===== src/rtl/game_state_controller_pkg.sv =====
// Shared types and defaults for the Frogger game-flow controller.
// The state encoding is visible on o_State, so the enum values are fixed.
package game_state_controller_pkg;

    typedef enum logic [1:0] {
        IDLE      = 2'd0,
        RUNNING   = 2'd1,
        RESPAWN   = 2'd2,
        GAME_OVER = 2'd3
    } game_state_t;

    localparam int DEFAULT_NUM_LIVES            = 3;
    localparam int DEFAULT_INVULN_CYCLES        = 25000000;
    localparam int DEFAULT_GAMEOVER_HOLD_CYCLES = 50000000;
    localparam int DEFAULT_MAX_LEVEL            = 15;
    localparam int DEFAULT_LEVEL_WIDTH          = 4;

    // A start held through reset must not launch a game, so its history resets high.
    localparam bit START_PREV_RESET = 1'b1;
    localparam bit COLL_PREV_RESET  = 1'b0;

    function automatic int timer_width(input int cycles);
        return $clog2(cycles) + 1;
    endfunction

endpackage


===== src/rtl/game_state_controller_if.sv =====
// Bundles the game-flow event inputs and status outputs of the controller.
interface game_state_controller_if #(
    parameter int NUM_LIVES   = 3,
    parameter int LEVEL_WIDTH = 4
) ();

    logic                   i_Start;
    logic                   i_Collision;
    logic                   i_Level_Up;
    logic [1:0]             o_State;
    logic                   o_Game_Active;
    logic                   o_Invulnerable;
    logic                   o_Respawn;
    logic [NUM_LIVES-1:0]   o_Lives;
    logic [LEVEL_WIDTH-1:0] o_Level;

    modport master (
        output i_Start, i_Collision, i_Level_Up,
        input  o_State, o_Game_Active, o_Invulnerable, o_Respawn, o_Lives, o_Level
    );

    modport slave (
        input  i_Start, i_Collision, i_Level_Up,
        output o_State, o_Game_Active, o_Invulnerable, o_Respawn, o_Lives, o_Level
    );

endinterface


===== src/rtl/game_state_controller_rising_edge_detect.sv =====
// Rising-edge detector with a configurable history value out of reset.
module game_state_controller_rising_edge_detect #(
    parameter bit RESET_VALUE = 1'b0
) (
    input  logic clk,
    input  logic rst,
    input  logic sig,
    output logic rise
);

    logic prev_d;
    logic prev_q;

    always_comb begin
        prev_d = sig;
    end

    always_ff @(posedge clk) begin
        if (rst) begin
            prev_q <= RESET_VALUE;
        end else begin
            prev_q <= prev_d;
        end
    end

    assign rise = sig & ~prev_q;

endmodule


===== src/rtl/game_state_controller.sv =====
// Frogger game-flow FSM: lives, post-hit invulnerability, timed game-over hold
// and a saturating level counter, with every output registered.
module game_state_controller
    import game_state_controller_pkg::*;
#(
    parameter int NUM_LIVES            = DEFAULT_NUM_LIVES,
    parameter int INVULN_CYCLES        = DEFAULT_INVULN_CYCLES,
    parameter int GAMEOVER_HOLD_CYCLES = DEFAULT_GAMEOVER_HOLD_CYCLES,
    parameter int MAX_LEVEL            = DEFAULT_MAX_LEVEL,
    parameter int LEVEL_WIDTH          = DEFAULT_LEVEL_WIDTH
) (
    input logic                    i_Clk,
    input logic                    i_Reset,
    game_state_controller_if.slave bus
);

    localparam int INVULN_W = timer_width(INVULN_CYCLES);
    localparam int HOLD_W   = timer_width(GAMEOVER_HOLD_CYCLES);

    localparam logic [INVULN_W-1:0]    INVULN_LOAD = INVULN_W'(INVULN_CYCLES - 1);
    localparam logic [HOLD_W-1:0]      HOLD_LOAD   = HOLD_W'(GAMEOVER_HOLD_CYCLES - 1);
    localparam logic [LEVEL_WIDTH-1:0] LEVEL_MAX   = LEVEL_WIDTH'(MAX_LEVEL);
    localparam logic [NUM_LIVES-1:0]   LAST_LIFE   = NUM_LIVES'(1);

    logic start_edge;
    logic coll_edge;

    game_state_t            state_d,        state_q;
    logic [NUM_LIVES-1:0]   lives_d,        lives_q;
    logic [LEVEL_WIDTH-1:0] level_d,        level_q;
    logic [INVULN_W-1:0]    invuln_timer_d, invuln_timer_q;
    logic [HOLD_W-1:0]      hold_timer_d,   hold_timer_q;
    logic                   respawn_d,      respawn_q;
    logic                   game_active_d,  game_active_q;
    logic                   invulnerable_d, invulnerable_q;
    logic [LEVEL_WIDTH-1:0] level_inc;

    game_state_controller_rising_edge_detect #(.RESET_VALUE(START_PREV_RESET)) u_start_edge (
        .clk  (i_Clk),
        .rst  (i_Reset),
        .sig  (bus.i_Start),
        .rise (start_edge)
    );

    game_state_controller_rising_edge_detect #(.RESET_VALUE(COLL_PREV_RESET)) u_coll_edge (
        .clk  (i_Clk),
        .rst  (i_Reset),
        .sig  (bus.i_Collision),
        .rise (coll_edge)
    );

    assign level_inc = (level_q < LEVEL_MAX) ? level_q + 1'b1 : level_q;

    always_comb begin
        state_d        = state_q;
        lives_d        = lives_q;
        level_d        = level_q;
        invuln_timer_d = invuln_timer_q;
        hold_timer_d   = hold_timer_q;
        respawn_d      = 1'b0;

        case (state_q)
            IDLE: begin
                if (start_edge) begin
                    lives_d = '1;
                    level_d = '0;
                    state_d = RUNNING;
                end
            end
            RUNNING: begin
                // A collision on the same cycle as a level-up wins and the level is left alone.
                if (coll_edge) begin
                    respawn_d = 1'b1;
                    if (lives_q == LAST_LIFE) begin
                        lives_d      = '0;
                        hold_timer_d = HOLD_LOAD;
                        state_d      = GAME_OVER;
                    end else begin
                        lives_d        = lives_q >> 1;
                        invuln_timer_d = INVULN_LOAD;
                        state_d        = RESPAWN;
                    end
                end else if (bus.i_Level_Up) begin
                    level_d = level_inc;
                end
            end
            RESPAWN: begin
                if (bus.i_Level_Up) begin
                    level_d = level_inc;
                end
                if (invuln_timer_q == '0) begin
                    state_d = RUNNING;
                end else begin
                    invuln_timer_d = invuln_timer_q - 1'b1;
                end
            end
            GAME_OVER: begin
                if (hold_timer_q == '0) begin
                    state_d = IDLE;
                end else begin
                    hold_timer_d = hold_timer_q - 1'b1;
                end
            end
            default: begin
                state_d = IDLE;
            end
        endcase

        game_active_d  = (state_d == RUNNING) || (state_d == RESPAWN);
        invulnerable_d = (state_d == RESPAWN);
    end

    always_ff @(posedge i_Clk) begin
        if (i_Reset) begin
            state_q        <= IDLE;
            lives_q        <= '1;
            level_q        <= '0;
            invuln_timer_q <= '0;
            hold_timer_q   <= '0;
            respawn_q      <= 1'b0;
            game_active_q  <= 1'b0;
            invulnerable_q <= 1'b0;
        end else begin
            state_q        <= state_d;
            lives_q        <= lives_d;
            level_q        <= level_d;
            invuln_timer_q <= invuln_timer_d;
            hold_timer_q   <= hold_timer_d;
            respawn_q      <= respawn_d;
            game_active_q  <= game_active_d;
            invulnerable_q <= invulnerable_d;
        end
    end

    assign bus.o_State        = state_q;
    assign bus.o_Game_Active  = game_active_q;
    assign bus.o_Invulnerable = invulnerable_q;
    assign bus.o_Respawn      = respawn_q;
    assign bus.o_Lives        = lives_q;
    assign bus.o_Level        = level_q;

endmodule


===== src/flat_wrapper.sv =====
// flat-port wrapper written by rule: the top's interface ports become plain ports
module game_state_controller_flat import game_state_controller_pkg::*;
#(
    parameter int NUM_LIVES            = DEFAULT_NUM_LIVES,
    parameter int INVULN_CYCLES        = DEFAULT_INVULN_CYCLES,
    parameter int GAMEOVER_HOLD_CYCLES = DEFAULT_GAMEOVER_HOLD_CYCLES,
    parameter int MAX_LEVEL            = DEFAULT_MAX_LEVEL,
    parameter int LEVEL_WIDTH          = DEFAULT_LEVEL_WIDTH
)
  (i_Clk, i_Reset, bus_i_Start, bus_i_Collision, bus_i_Level_Up, bus_o_State, bus_o_Game_Active, bus_o_Invulnerable, bus_o_Respawn, bus_o_Lives, bus_o_Level);
  game_state_controller_if #(.NUM_LIVES(NUM_LIVES), .LEVEL_WIDTH(LEVEL_WIDTH)) bus_i ();
  input logic i_Clk;
  input logic i_Reset;
  input wire logic [$bits(bus_i.i_Start)-1:0] bus_i_Start;
  input wire logic [$bits(bus_i.i_Collision)-1:0] bus_i_Collision;
  input wire logic [$bits(bus_i.i_Level_Up)-1:0] bus_i_Level_Up;
  output wire logic [$bits(bus_i.o_State)-1:0] bus_o_State;
  output wire logic [$bits(bus_i.o_Game_Active)-1:0] bus_o_Game_Active;
  output wire logic [$bits(bus_i.o_Invulnerable)-1:0] bus_o_Invulnerable;
  output wire logic [$bits(bus_i.o_Respawn)-1:0] bus_o_Respawn;
  output wire logic [$bits(bus_i.o_Lives)-1:0] bus_o_Lives;
  output wire logic [$bits(bus_i.o_Level)-1:0] bus_o_Level;
  assign bus_i.i_Start = bus_i_Start;
  assign bus_i.i_Collision = bus_i_Collision;
  assign bus_i.i_Level_Up = bus_i_Level_Up;
  assign bus_o_State = bus_i.o_State;
  assign bus_o_Game_Active = bus_i.o_Game_Active;
  assign bus_o_Invulnerable = bus_i.o_Invulnerable;
  assign bus_o_Respawn = bus_i.o_Respawn;
  assign bus_o_Lives = bus_i.o_Lives;
  assign bus_o_Level = bus_i.o_Level;
  game_state_controller #(.NUM_LIVES(NUM_LIVES), .INVULN_CYCLES(INVULN_CYCLES), .GAMEOVER_HOLD_CYCLES(GAMEOVER_HOLD_CYCLES), .MAX_LEVEL(MAX_LEVEL), .LEVEL_WIDTH(LEVEL_WIDTH)) u_core (.i_Clk(i_Clk), .i_Reset(i_Reset), .bus(bus_i));
endmodule

===== config.mk =====
export PLATFORM = sky130hd
export DESIGN_NAME = game_state_controller_flat
export DESIGN_NICKNAME = d
export VERILOG_FILES = /design/src/rtl/game_state_controller_pkg.sv /design/src/rtl/game_state_controller_if.sv /design/src/rtl/game_state_controller_rising_edge_detect.sv /design/src/rtl/game_state_controller.sv /design/src/flat_wrapper.sv
export SDC_FILE = /design/constraint.sdc
export NUM_CORES = 1
export LEC_CHECK = 0
export BUFFER_PORTS_ARGS = -buffer_cell sky130_fd_sc_hd__buf_2
export CAP_MARGIN = 25
export CORE_MARGIN = 2
export CORE_UTILIZATION = 35
export CTS_BUF_LIST = sky130_fd_sc_hd__clkbuf_8
export DETAILED_ROUTE_END_ITERATION = 12
export GPL_TIMING_DRIVEN = 0
export PLACE_DENSITY = 0.62
export RECOVER_POWER = 25
export SLEW_MARGIN = 20
export SYNTH_ARGS = -nofsm -noshare
export SYNTH_HDL_FRONTEND = slang
export SYNTH_SLANG_ARGS = --single-unit

===== constraint.sdc =====
create_clock -name i_Clk -period 2.37 [get_ports i_Clk]
set_input_delay 0.1185 -clock i_Clk [delete_from_list [all_inputs] [get_ports i_Clk]]
set_output_delay 0.1185 -clock i_Clk [all_outputs]
set_load 0.1 [all_outputs]

# After elaboration in Yosys (flattened, before gate mapping)
# Index checks and enable logic that the tools add are counted.
# word_totals
regBits	67
in_bits	5
# classes
add_sub_neg	3
order_cmp	1
eq_ne	13
mux	24
n_bitwise	5
reduce_logical	13
# op_table
cell	n
$mux W27	3
$mux W26	3
$pmux W27 S2	1
$pmux W26 S2	1
$logic_not A27 Y1	1
$sub A27 B1 Y27 const B	1
$logic_not A26 Y1	1
$sub A26 B1 Y26 const B	1
$mux W4	4
$pmux W4 S3	1
$mux W2	5
$ne A2 B2 Y1 const B	4
$pmux W2 S4	1
$reduce_and A4 Y1	2
$eq A2 B2 Y1 const B	3
$mux W3	2
$ne A2 B1 Y1 const B	3
$pmux W3 S2	1
$reduce_and A3 Y1	2
$reduce_bool A2 Y1	3
$add A4 B1 Y4 const B	1
$eq A2 B1 Y1 const B	2
$lt A4 B4 Y1 const B	1
$eq A3 B1 Y1 const B	1
other kinds (7)	11

# Logic depth before layout (Yosys ltp)
# logic_depth
ltp_word	6
mapped_depth	9

# Cells and area by module
# A second synthesis with hierarchy kept.
# hier_totals
cells_unflattened	415
area_unflattened_um2	3649.8
# by_module_without_submodules
module	n_inst	cells_each	area_each_um2	seq_area_each_um2
game_state_controller	1	409	3569.7	1301.2
game_state_controller_rising_edge_detect (u_core.u_coll_edge)	1	3	47.5	20.0
game_state_controller_rising_edge_detect (u_core.u_start_edge)	1	3	32.5	20.0

# Least setup slack after synthesis
# OpenSTA, ideal clock, no wires.
# synth_path
kind	reg2reg
startpoint	register u_core.state_q[0] (netlist: u_core.bus.o_State[0])
endpoint	register u_core.invuln_timer_q[25]
setup_ns	0.071
arrival_time_ns	3.056
required_ns	2.299
path_slack_ns	-0.757
stages_incl_launch_ff	9
n_path_buf	1
synth_period_minus_slack_ns	3.127
cell_sequence	dfxtp_1 > inv_1 > ha_1 > clkbuf_1 > or3b_1 > nor4_2 > o211ai_2 > or4_1 > a21oi_1
# synth_via
elab_chain_cells	3
word_cells_on_any_way	8
cone_classes	eq/ne: 5; mux: 1; reduce/logical: 2
# synth_rtl
item	line	rtl
from (decl)	game_state_controller.sv:28	game_state_t state_d, state_q;
from (signal assigned)	game_state_controller.sv:124	state_q <= state_d;
$eq A2 B2 Y1 or $eq A2 B1 Y1 (tied branches)	game_state_controller.sv:62	case (state_q)
$ne A2 B2 Y1 (no source line), or another cell as far along	--	
$reduce_and A4 Y1 (no source line)	--	
to (signal assigned)	game_state_controller.sv:127	invuln_timer_q <= invuln_timer_d;
to (decl)	game_state_controller.sv:31	logic [INVULN_W-1:0] invuln_timer_d, invuln_timer_q;
# Parallel ways exist; a longest one is shown, timed or not.
# A chain may end at the register's enable or synchronous reset.

# Worst setup path after layout
# layout_path
startpoint	register u_core.hold_timer_q[0]
endpoint	register u_core.hold_timer_q[14]
# layout_via
elab_chain_cells	3
word_cells_on_any_way	6
cone_classes	add/sub: 1; eq/ne: 1; mux: 2; reduce/logical: 2
# layout_rtl
item	line	rtl
from (decl)	game_state_controller.sv:32	logic [HOLD_W-1:0] hold_timer_d, hold_timer_q;
from (signal assigned)	game_state_controller.sv:128	hold_timer_q <= hold_timer_d;
$sub A27 B1 Y27 or $logic_not A27 Y1 (tied branches)	game_state_controller.sv:101, game_state_controller.sv:98	
$mux W27 or $ne A2 B2 Y1 (tied branches)	--	
$pmux W27 S2 or $reduce_and A4 Y1 (tied branches)	--	
# Parallel ways exist; a longest one is shown, timed or not. The select of a mux whose other input is x is not followed.

==> flow_summary.ini <==
[yosys]
synth_area_leaders = dfxtp_1 (38%), or4_1 (5.1%), or3_1 (4.8%)
synth_most_common_cell = dfxtp_1
yosysSeqAreaShare_pct = 37.7
syn_area_mm2 = 0.00355
synth_edf_count = 0
ys_seq_elements = 67
synth.top_cell.area_share_pct = 37.7
synthCells = 410
syn_area_per_cell_um2 = 8.67
synthArstFlopShare_pct = 0
ys.flop_type = dfxtp_1
yosys.area.top_type = dfxtp_1
yosysWarningCount = 0
synth_fp_nets = 425
yosysUniqueCellTypes = 58
synth_common_cells = dfxtp_1 (67), a21oi_1 (30), or3_1 (27), nor2_1 (24), or4_1 (24)

[clocking]
cts_max_path_buffers = 2
clk_latency_ns = 0.36
cts.clk_slew.worst_paths_ns = 0.08
root_buffer = clkbuf_8
clock_sinks = 67
cts_tree = built
htreeDepth = 3
cts_buffers = 9

[routing]
totalWireLength_mm = 9.46
num_vias = 3440
antenna_left = 0
route.detailed.drc = 0
wl_per_cell_um = 16.1
firstDrtPassIters = 5
first_iter_violations = 172
via_per_inst = 5.84

[worst_setup_path]
arrival_ns = 2.60
cp_cell_sequence = inv_1 > ha_1 > or3b_4 > or3_1 > buf_2 > o31ai_1 > a21oi_1 > a311oi_2
r2r-start = u_core.hold_timer_q[0]$_SDFFE_PP0P_
worstSetupPathDepth = 8
crit_fanout = 10
cp-endpoint = u_core.hold_timer_q[14]$_SDFFE_PP0P_
startpoint = u_core.hold_timer_q[0]$_SDFFE_PP0P_
r2r_slack_ns = 0.03
crit_slowest_cell = or3b_4
startpoint_type = register
r2r_cells = 8
end_kind = register
slowest_delay_ns = 0.42
cp.required_ns = 2.62
cp_top_family = simple AND/OR/NAND/NOR gates
critPathBufInv = 2
timing.rr.end = u_core.hold_timer_q[14]$_SDFFE_PP0P_
critPathKind = reg -> reg

[cells_and_area]
nets = 466
syn2layout_area_growth_pct = 21.5
fillers = 981
stdcell_count = 589
num_antenna_cells = 0
drive_gt1_share_pct = 21.1

[flow_run]
cap_violations = 0

[sta]
whs_ns = 0.0254
fmax_mhz = 427
setup-violations-final = 0
hold_violations = 0
max_slew_margin_pct = 21.8
drv_slew = 0
post-route-min-period_ns = 2.34
rsz0062_at_grt = true
tightest_slew_ns = 1.18
timing.final.crit_share_pct = 98.9
skew_ns = 0.00993

[status]
outcome = complete, no violations

[place]
place_hpwl_mm = 6.31
dpl.cell_count = 558
gp_congestion = 0.841
port_buffers = 15

[die]
fp.dieH_um = 105
core_area_mm2 = 0.00982
ios = 17
die_x_um = 105
start_util_pct = 36.2
dieArea_mm2 = 0.0110
num_rows = 36

[global_routing]
grt_overflow = 0
grt_max_degree = 14
grt_pass1_vias = 3144
grt_usage_pct = 17.3
grt_pass1_wl_mm = 15.4
antenna_found_initial = 0

[hold_path]
hp-class = in -> reg
holdCritStartpoint = bus_i_Collision

[power]
leakagePower_nw = 1.57
total_power_mw = 4.00
vdd_drop_max_mv = 0.335
power_density_mw_per_mm2 = 926
==> layer usage <==
metal	share of wire, %	vias up	wire, um	global-route usage (%)
li1	-	1692	-	-
met1	46	1658	4400	22.6
met2	48	77	4560	28.1
met3	3.9	13	365	4.37
met4	1.4	0	136	5.33
met5	0	-	0	0
==> area by class of cell <==
type	count	area [um2]	area share, %
Tap cell	133	166	3.85
Buffer	15	86.3	2.00
Clock buffer	9	124	2.87
Multi-Input combinational cell	314	2220	51.4
Inverter	13	48.8	1.13
Clock inverter	7	125	2.90
Sequential cell	67	1350	31.3
Timing Repair Buffer	31	196	4.55
==> placed cells by master, fill, tap and decap left out, types with 5 or more instances in the layout <==
master,n
nand3_1,5
or2_2,5
ha_1,8
buf_4,17
clkbuf_1,7
nand2b_1,5
o21a_1,5
nor4_2,5
or4_1,23
nand2_1,19
or3_1,27
inv_1,10
nor2_1,23
nand4_1,7
xor2_1,7
clkbuf_8,10
o31ai_1,21
a21oi_1,29
buf_2,15
nor4_1,5
o21ai_0,15
nor3_1,16
a31oi_1,21
dfxtp_1,62
==> through the flow <==
stage                     utilization (%)  setup TNS (ns)  instance area, um2  worst slack [ns]
after floorplan                         -         -0.0651                3570           -0.0651
final                                44.0               0                4320            0.0254
after detailed placement             38.8           -1.65                3810            -0.221
after CTS                            42.4         -0.0517                4160           -0.0229
after global routing                 44.0         -0.0703                4320           -0.0413
after global placement               38.8           -2.17                3810            -0.224
==> sequential cells by signal (all words and copies together) (netlist names) <==
register	flops
u_core.hold_timer_q	27
u_core.bus.o_Lives	3
u_core.bus.o_State	2
u_core.bus.o_Game_Active	1
u_core.u_coll_edge.prev_q	1
u_core.bus.o_Invulnerable	1
u_core.invuln_timer_q	26
u_core.bus.o_Level	4
u_core.u_start_edge.prev_q	1
u_core.bus.o_Respawn	1
==> kinds of logic after synthesis <==
logic type,count (synthesis),share of synthesized area [%]
DFF,67,37.7
and+or+nand+nor,166,28.3
buffers and inverters,29,3.38
adders and majority gates,10,3.52
AOI/OAI and AO/OA,129,24.7
xor gates and xnor gates,7,1.72
muxes,2,0.563
==> worst min-delay path by stage <==
stage	to	slack [ns]	depth (start not counted)
5_1_grt	u_core.u_coll_edge.prev_q$_SDFF_PP0_	0.02	2
4_1_cts	u_core.u_coll_edge.prev_q$_SDFF_PP0_	0.008	2
6_report	u_core.u_coll_edge.prev_q$_SDFF_PP0_	0.03	2
3_3_place_gp	u_core.u_start_edge.prev_q$_SDFF_PP1_	0.34	2
2_1_floorplan	u_core.u_start_edge.prev_q$_SDFF_PP1_	0.23	1
3_5_place_dp	u_core.u_start_edge.prev_q$_SDFF_PP1_	0.35	2
==> what timing repair did <==
item,CTS,global route
buffers inserted,9,6
hold endpoints to repair,1,0
endpoints found under the setup margin,25,35
resized for setup,6,23
hold buffers,1,0
pin swaps,8,8
==> worst register-to-register path, stage by stage, from the launching register on <==
cell and delay [ns]:
dfxtp_1 0.35, inv_1 0.10, ha_1 0.18, or3b_4 0.42, or3_1 0.36, buf_2 0.20, o31ai_1 0.23, a21oi_1 0.13
a311oi_2 0.28
==> report_power, final <==
part / switching (mW) / internal (mW)
logic: 0.865 / 0.511
clock network: 0.500 / 0.708
registers: 0.155 / 1.26
total: 1.52 / 2.48
(Power assumes the default switching activity.)
